**config.mk**
```make
export PLATFORM = sky130hd
export DESIGN_NAME = rst_seq_sync
export DESIGN_NICKNAME = d
export VERILOG_FILES = /design/src/rtl/rst_seq_sync.sv
export SDC_FILE = /design/constraint.sdc
export NUM_CORES = 1
export LEC_CHECK = 0
export CORE_UTILIZATION = 55
export CTS_CLUSTER_DIAMETER = 150
export CTS_CLUSTER_SIZE = 30
export DETAILED_ROUTE_END_ITERATION = 6
export GPL_ROUTABILITY_DRIVEN = 0
export PLACE_DENSITY = 0.76
export RECOVER_POWER = 50
export SETUP_SLACK_MARGIN = 0.2
export SLEW_MARGIN = 40
export SYNTH_ARGS = -nofsm -noshare
export SYNTH_HDL_FRONTEND = slang
export SYNTH_SLANG_ARGS = --single-unit
```
**constraint.sdc**
```tcl
create_clock -name CLK -period 6 [get_ports CLK]
set_input_delay 1.8 -clock CLK [delete_from_list [all_inputs] [get_ports CLK]]
set_output_delay 1.8 -clock CLK [all_outputs]
set_load 0.1 [all_outputs]
```
**src/rtl/rst_seq_sync.sv**
```systemverilog
// rst_seq_sync
// Multi-channel reset synchroniser and release sequencer for one clock domain.
// An asynchronous active-high RST is asserted immediately. Its release is
// synchronised through a NUM_STAGES flop chain. Reset is then held for
// STRETCH_CYC cycles. After that, the NUM_CH active-low SYNC_RST outputs are
// released one at a time, GAP_CYC cycles apart, starting with bit 0.
//
// Optional feature: define RST_SEQ_SW_REQ_EN to build the software reset
// request path. When it is built, SW_RST_REQ in GAP or DONE restarts the
// stretch and release sequence without touching the synchroniser. When it is
// not built, SW_RST_REQ is ignored.

module rst_seq_sync #(
  parameter int NUM_STAGES  = 2,
  parameter int NUM_CH      = 4,
  parameter int STRETCH_CYC = 8,
  parameter int GAP_CYC     = 4,
  parameter int CNT_W       = 8
) (
  input  logic              CLK,
  input  logic              RST,
  input  logic              SW_RST_REQ,
  output logic [NUM_CH-1:0] SYNC_RST,
  output logic              RST_DONE,
  output logic              BUSY
);

  // The index must be able to count one past the last channel.
  localparam int IDX_W = $clog2(NUM_CH + 1);

  localparam logic [CNT_W-1:0] STRETCH_LAST = CNT_W'(STRETCH_CYC - 1);
  localparam logic [CNT_W-1:0] GAP_LAST     = CNT_W'(GAP_CYC - 1);
  localparam logic [IDX_W-1:0] LAST_IDX     = IDX_W'(NUM_CH - 1);

  typedef enum logic [1:0] {
    SYNC    = 2'd0,
    STRETCH = 2'd1,
    GAP     = 2'd2,
    DONE    = 2'd3
  } state_t;

  logic [NUM_STAGES-1:0] sync_chain;
  logic                  sync_q;

  state_t            state_q, state_d;
  logic [CNT_W-1:0]  cnt_q, cnt_d;
  logic [IDX_W-1:0]  idx_q, idx_d;
  logic [NUM_CH-1:0] sync_rst_q, sync_rst_d;
  logic              done_q, done_d;
  logic              busy_q, busy_d;

  // Release synchroniser. It is cleared asynchronously by RST and then
  // shifts in ones, so the last stage rises NUM_STAGES edges after release.
  always_ff @(posedge CLK or posedge RST) begin
    if (RST) begin
      sync_chain <= '0;
    end else begin
      sync_chain <= {sync_chain[NUM_STAGES-2:0], 1'b1};
    end
  end

  assign sync_q = sync_chain[NUM_STAGES-1];

  // Register the sequencer state. Every output comes straight from a flop,
  // so the downstream resets cannot glitch.
  always_ff @(posedge CLK or posedge RST) begin
    if (RST) begin
      state_q    <= SYNC;
      cnt_q      <= '0;
      idx_q      <= '0;
      sync_rst_q <= '0;
      done_q     <= 1'b0;
      busy_q     <= 1'b1;
    end else begin
      state_q    <= state_d;
      cnt_q      <= cnt_d;
      idx_q      <= idx_d;
      sync_rst_q <= sync_rst_d;
      done_q     <= done_d;
      busy_q     <= busy_d;
    end
  end

  // Next-state logic. Each counter only advances until its terminal value,
  // and each terminal value moves the FSM on, so nothing can wrap.
  always_comb begin
    state_d    = state_q;
    cnt_d      = cnt_q;
    idx_d      = idx_q;
    sync_rst_d = sync_rst_q;
    done_d     = done_q;
    busy_d     = busy_q;

    case (state_q)
      SYNC: begin
        if (sync_q) begin
          state_d = STRETCH;
          cnt_d   = '0;
        end
      end

      STRETCH: begin
        if (cnt_q == STRETCH_LAST) begin
          sync_rst_d[0] = 1'b1;
          cnt_d         = '0;
          idx_d         = IDX_W'(1);
          if (NUM_CH == 1) begin
            state_d = DONE;
            done_d  = 1'b1;
            busy_d  = 1'b0;
          end else begin
            state_d = GAP;
          end
        end else begin
          cnt_d = cnt_q + CNT_W'(1);
        end
      end

      GAP: begin
        if (cnt_q == GAP_LAST) begin
          for (int i = 1; i < NUM_CH; i++) begin
            if (idx_q == IDX_W'(i)) begin
              sync_rst_d[i] = 1'b1;
            end
          end
          idx_d = idx_q + IDX_W'(1);
          cnt_d = '0;
          if (idx_q == LAST_IDX) begin
            state_d = DONE;
            done_d  = 1'b1;
            busy_d  = 1'b0;
          end
        end else begin
          cnt_d = cnt_q + CNT_W'(1);
        end
      end

      DONE: begin
        state_d = DONE;
      end

      default: begin
        state_d = SYNC;
      end
    endcase

`ifdef RST_SEQ_SW_REQ_EN
    // A software request re-enters STRETCH and re-asserts every channel.
    // It has no effect until the first hardware sequence reaches GAP.
    if (SW_RST_REQ && ((state_q == GAP) || (state_q == DONE))) begin
      sync_rst_d = '0;
      done_d     = 1'b0;
      busy_d     = 1'b1;
      state_d    = STRETCH;
      cnt_d      = '0;
      idx_d      = '0;
    end
`endif
  end

`ifndef RST_SEQ_SW_REQ_EN
  // Without the request path, the input is only tied to a sink.
  logic unused_sw_rst_req;
  assign unused_sw_rst_req = SW_RST_REQ;
`endif

  assign SYNC_RST = sync_rst_q;
  assign RST_DONE = done_q;
  assign BUSY     = busy_q;

endmodule

```
== Word-level counts from Yosys, hierarchy flattened ==
Index checks and enable logic that the tools add are counted.

* Output and inout port bits: 6
* Logic and storage cells: 45
* Bits in registers: 20
* Input bits: 3

* Eq/ne operators: 12
* Add/sub/neg operators: 2
* Muxes and demuxes: 12
* Reductions and logical operators: 10

{| class="wikitable"
|+ Operator list
! operator !! number
|-
| $mux W8 || 3
|-
| $pmux W8 S3 || 1
|-
| $reduce_and A3 Y1 || 4
|-
| $add A8 B1 Y8 const B || 1
|-
| $eq A8 B2 Y1 const B || 1
|-
| $eq A8 B3 Y1 const B || 1
|-
| $mux W2 || 4
|-
| $ne A2 B2 Y1 const B || 4
|-
| $pmux W2 S4 || 1
|-
| $eq A3 B2 Y1 const B || 2
|-
| $mux W3 || 2
|-
| $pmux W3 S2 || 1
|-
| $eq A2 B2 Y1 const B || 2
|-
| $reduce_and A2 Y1 || 2
|-
| $reduce_and A4 Y1 || 1
|-
| $add A3 B1 Y3 const B || 1
|-
| $eq A3 B1 Y1 const B || 1
|-
| $reduce_bool A3 Y1 || 1
|-
| $eq A2 B1 Y1 const B || 1
|-
| $logic_not A2 Y1 || 1
|-
| $reduce_bool A2 Y1 || 1
|}

== Longest topological paths before layout ==
* Depth in word-level cells: 4
* Gate-level depth with buffers: 7
* Mapped depth without buffers: 7

== Worst setup path before layout ==
No wires, ideal clock.

* Path kind: register -> output
* From: register, netlist name RST_DONE
* To: output SYNC_RST[3]
* Arrival: 1333 ps
* Stages on the path, launching flop included: 2
* Data required time: 4200 ps
* Path slack: 2867 ps
* Buffers on the path: 1
* Cells stage by stage: dfrtp_1 > buf_4

{| class="wikitable"
|+ RTL lines
! item !! RTL line !! text
|-
| end, declared || 23 || <nowiki>output logic [NUM_CH-1:0] SYNC_RST,</nowiki>
|}

== Final worst setup path ==
* From: register busy_q (netlist: BUSY)
* To: output BUSY

{| class="wikitable"
|+ RTL lines
! item !! RTL line !! text
|-
| start, declared || 50 || <nowiki>logic busy_q, busy_d;</nowiki>
|-
| start signal, assigned || 80 || <nowiki>busy_q <= busy_d;</nowiki>
|-
| end, declared || 25 || <nowiki>output logic BUSY</nowiki>
|}

No word-level cell between the ends.

==> summary.txt <==
GRT
  – Initial antenna violation count: 0
  – First-pass GRT wire length: 3.35 mm
  – Largest net degree at the start of global routing: 21
  – Tot GR Track Use: 0.216
  – Overflow left after global routing: 0
  – Vias in the first global route: 799

Logic synthesis
  – Post-synth cell types: 35
  – Post-synth net total: 129
  – Post-Syn Instances: 116
  – Mapped Area: 0.00113 sq mm
  – Yosys Warn Count: 0
  – Number of synthesized register bits: 20
  – Post-synth EDFFs: 0
  – Main synth FF type: dfrtp_1
  – Sequential fraction of the synthesis area: 0.443
  – Most instantiated cells after synthesis: dfrtp_1, nand2_1, ha_1, inv_1, nand3_1
  – Cell with the most instances after synthesis: dfrtp_1
  – Synth async-reset ratio: 1.00
  – Synth top area cells: dfrtp_1, ha_1, nand3_1
  – Dominant cell type by area after synthesis: dfrtp_1
  – Synth top area share: 0.419
  – Mean cell area of the mapped netlist: 9.77 sq um

Worst setup path
  – Worst Path Required: 4.20 ns
  – CP Max Fanout: 2
  – Max stage delay on crit path: 0.54 ns
  – Worst path slowest cell: dfstp_2
  – CP arrival: 1.26 ns
  – CP delay by family, top: flip-flops
  – Crit start category: flop
  – Crit. End Element: primary output
  – Sequence of cells on the critical path: buf_2
  – Buf/Inv on CP: 1
  – CP Class: flop to primary output

STA
  – RSZ-0062 raised after global routing: no
  – Final Hold Fails: 0
  – Setup ws final: 2.94 ns
  – Final min period: 3.06 ns
  – Worst-Margin Slew: 0.679 ns
  – Fmax: 327 MHz
  – Slew margin rel.: 0.545
  – Endpoints failing setup: 0
  – Total negative setup slack: 0 ns
  – Slew Viols, Final: 0
  – Final cycle utilization of the critical path: 0.510
  – Post-Route Skew: 0.00677 ns

Hold path
  – Hold WC Path Type: flop to flop

Placed design
  – Area post-placement: 0.00119 sq mm
  – DP Worst Slack: 3.21 ns
  – PortBufs: 7
  – HPWL Detailed: 1.53 mm

Job
  – # Max-Cap Violations: 0

Clock network
  – Post_cts resized: 0
  – CTS Sinks: 20
  – Post-CTS Setup Inserts: 0
  – CTS tree: yes
  – CTS buffer count: 3
  – Root Buffer: clkbuf_4
  – Hold-fix buffers, CTS: 0
  – H-tree levels: 1
  – Clk_lat worst skew: 0.31 ns
  – Clk slew on worst S/H paths: 0.11 ns
  – Deepest clock path buffer count: 2

Detailed routing
  – Routed wire per std cell: 13.4 um
  – Drt pass-1 iters: 4
  – Vias: 882
  – Initial DRC count: 28
  – Vias per std cell: 5.84
  – Post-route DRC: 0
  – DRT Wirelength: 2.03 mm
  – Post-DRT Antenna Nets: 0

Floorplanning
  – DIE HEIGHT: 47.4 um
  – Cell row count: 16
  – Die Width: 47.4 um
  – Num ports: 9
  – Die ar.: 0.00225 sq mm
  – Initial Util: 0.584
  – Core box area: 0.00194 sq mm

Layout
  – Multi-input logic area: 559 sq um
  – Post-route cell area: 0.00121 sq mm
  – Share of layout cells above drive strength 1: 0.105
  – Final net count: 138
  – Fillers: 175
  – Register Area: 502 sq um
  – P&R area growth vs syn: 6.62%
  – N_diodes: 0

Pwr
  – Power density cells: 200 mW/mm^2
  – Leak: 0.000582 uW
  – Largest vdd supply drop: 126 uV

Status
  – Status: completed
-- power breakdown --
group	leakage, uW	switching [uW]	internal, uW
Combinational	0.000300	13.4	6.73
Clock	0.0000210	41.6	37.1
Sequential	0.000261	3.92	139
-- metrics by stage --
stage,utilization,power [uW],instances,hold slack (ns)
2_1_floorplan,-,161,116,0.331
4_1_cts,0.631,245,151,0.367
6_report,0.622,241,151,0.365
5_1_grt,0.622,253,151,0.381
3_3_place_gp,0.628,165,147,0.335
3_5_place_dp,0.612,167,147,0.340
-- path summary, 6_finish.rpt --
kind	startpoint	end	slack (ns)	depth (start not counted)
min	sync_chain[0]$_DFF_PP0_	sync_chain[1]$_DFF_PP0_	0.36	0
max in group asynchronous	RST	BUSY$_DFFE_PP1P_	3.70	2
min reg2reg	sync_chain[0]$_DFF_PP0_	sync_chain[1]$_DFF_PP0_	0.36	0
min in group asynchronous	RST	idx_q[2]$_DFFE_PP0P_	1.94	2
max	BUSY$_DFFE_PP1P_	BUSY	2.94	1
max reg2reg	state_q[1]$_DFFE_PP0P_	cnt_q[4]$_DFFE_PP0P_	3.71	7
-- placed cells by master, fill, tap and decap left out, types with 2 or more instances in the layout --
| cell type | Yosys | routed |
|---|---|---|
| nor2_1 | 3 | 3 |
| buf_2 | 0 | 6 |
| ha_1 | 10 | 10 |
| a211oi_1 | 3 | 3 |
| o31ai_1 | 2 | 2 |
| nand2b_1 | 4 | 4 |
| o311ai_0 | 0 | 2 |
| and3_1 | 3 | 3 |
| nor3_1 | 4 | 5 |
| a21oi_1 | 1 | 2 |
| and2_1 | 2 | 2 |
| nand2_1 | 11 | 11 |
| dfrtp_1 | 19 | 19 |
| inv_1 | 10 | 9 |
| clkbuf_4 | 0 | 3 |
| o21ai_0 | 4 | 6 |
| or2_2 | 2 | 2 |
| a21o_1 | 4 | 4 |
| nand3_1 | 10 | 10 |
| a31oi_1 | 2 | 2 |
| mux2i_1 | 2 | 2 |
-- cell families after synthesis --
| kind of cell | count (synthesis) | share of synthesized area |
|---|---|---|
| flops | 20 | 0.443 |
| other cells | 1 | 0.00331 |
| buf+inv | 13 | 0.0497 |
| mux | 2 | 0.0177 |
| fa+ha+maj | 10 | 0.110 |
| simple gates | 45 | 0.216 |
| compound gates | 25 | 0.160 |
-- registers in the layout (all words and copies together) (netlist names) --
signal	cells
cnt_q	8
SYNC_RST	3
idx_q	3
state_q	2
sync_chain	2
BUSY	1
RST_DONE	1
-- routing by layer --
metal  global-route usage  vias up  wire length (um)  share of wire
li1                     -      426                 -              -
met1                0.267      433               915           0.45
met2                0.364       18              1010           0.50
met3               0.0346        5                64          0.032
met4                0.103        0                39          0.019
met5                    0        -                 0              0
-- cell type report --
type / count / share of cell area
Tap cell: 27 / 0.0280
Multi-Input combinational cell: 83 / 0.463
Clock buffer: 4 / 0.0300
Sequential cell: 20 / 0.415
Timing Repair Buffer: 7 / 0.0331
Inverter: 10 / 0.0311
(Power assumes the default switching activity.)
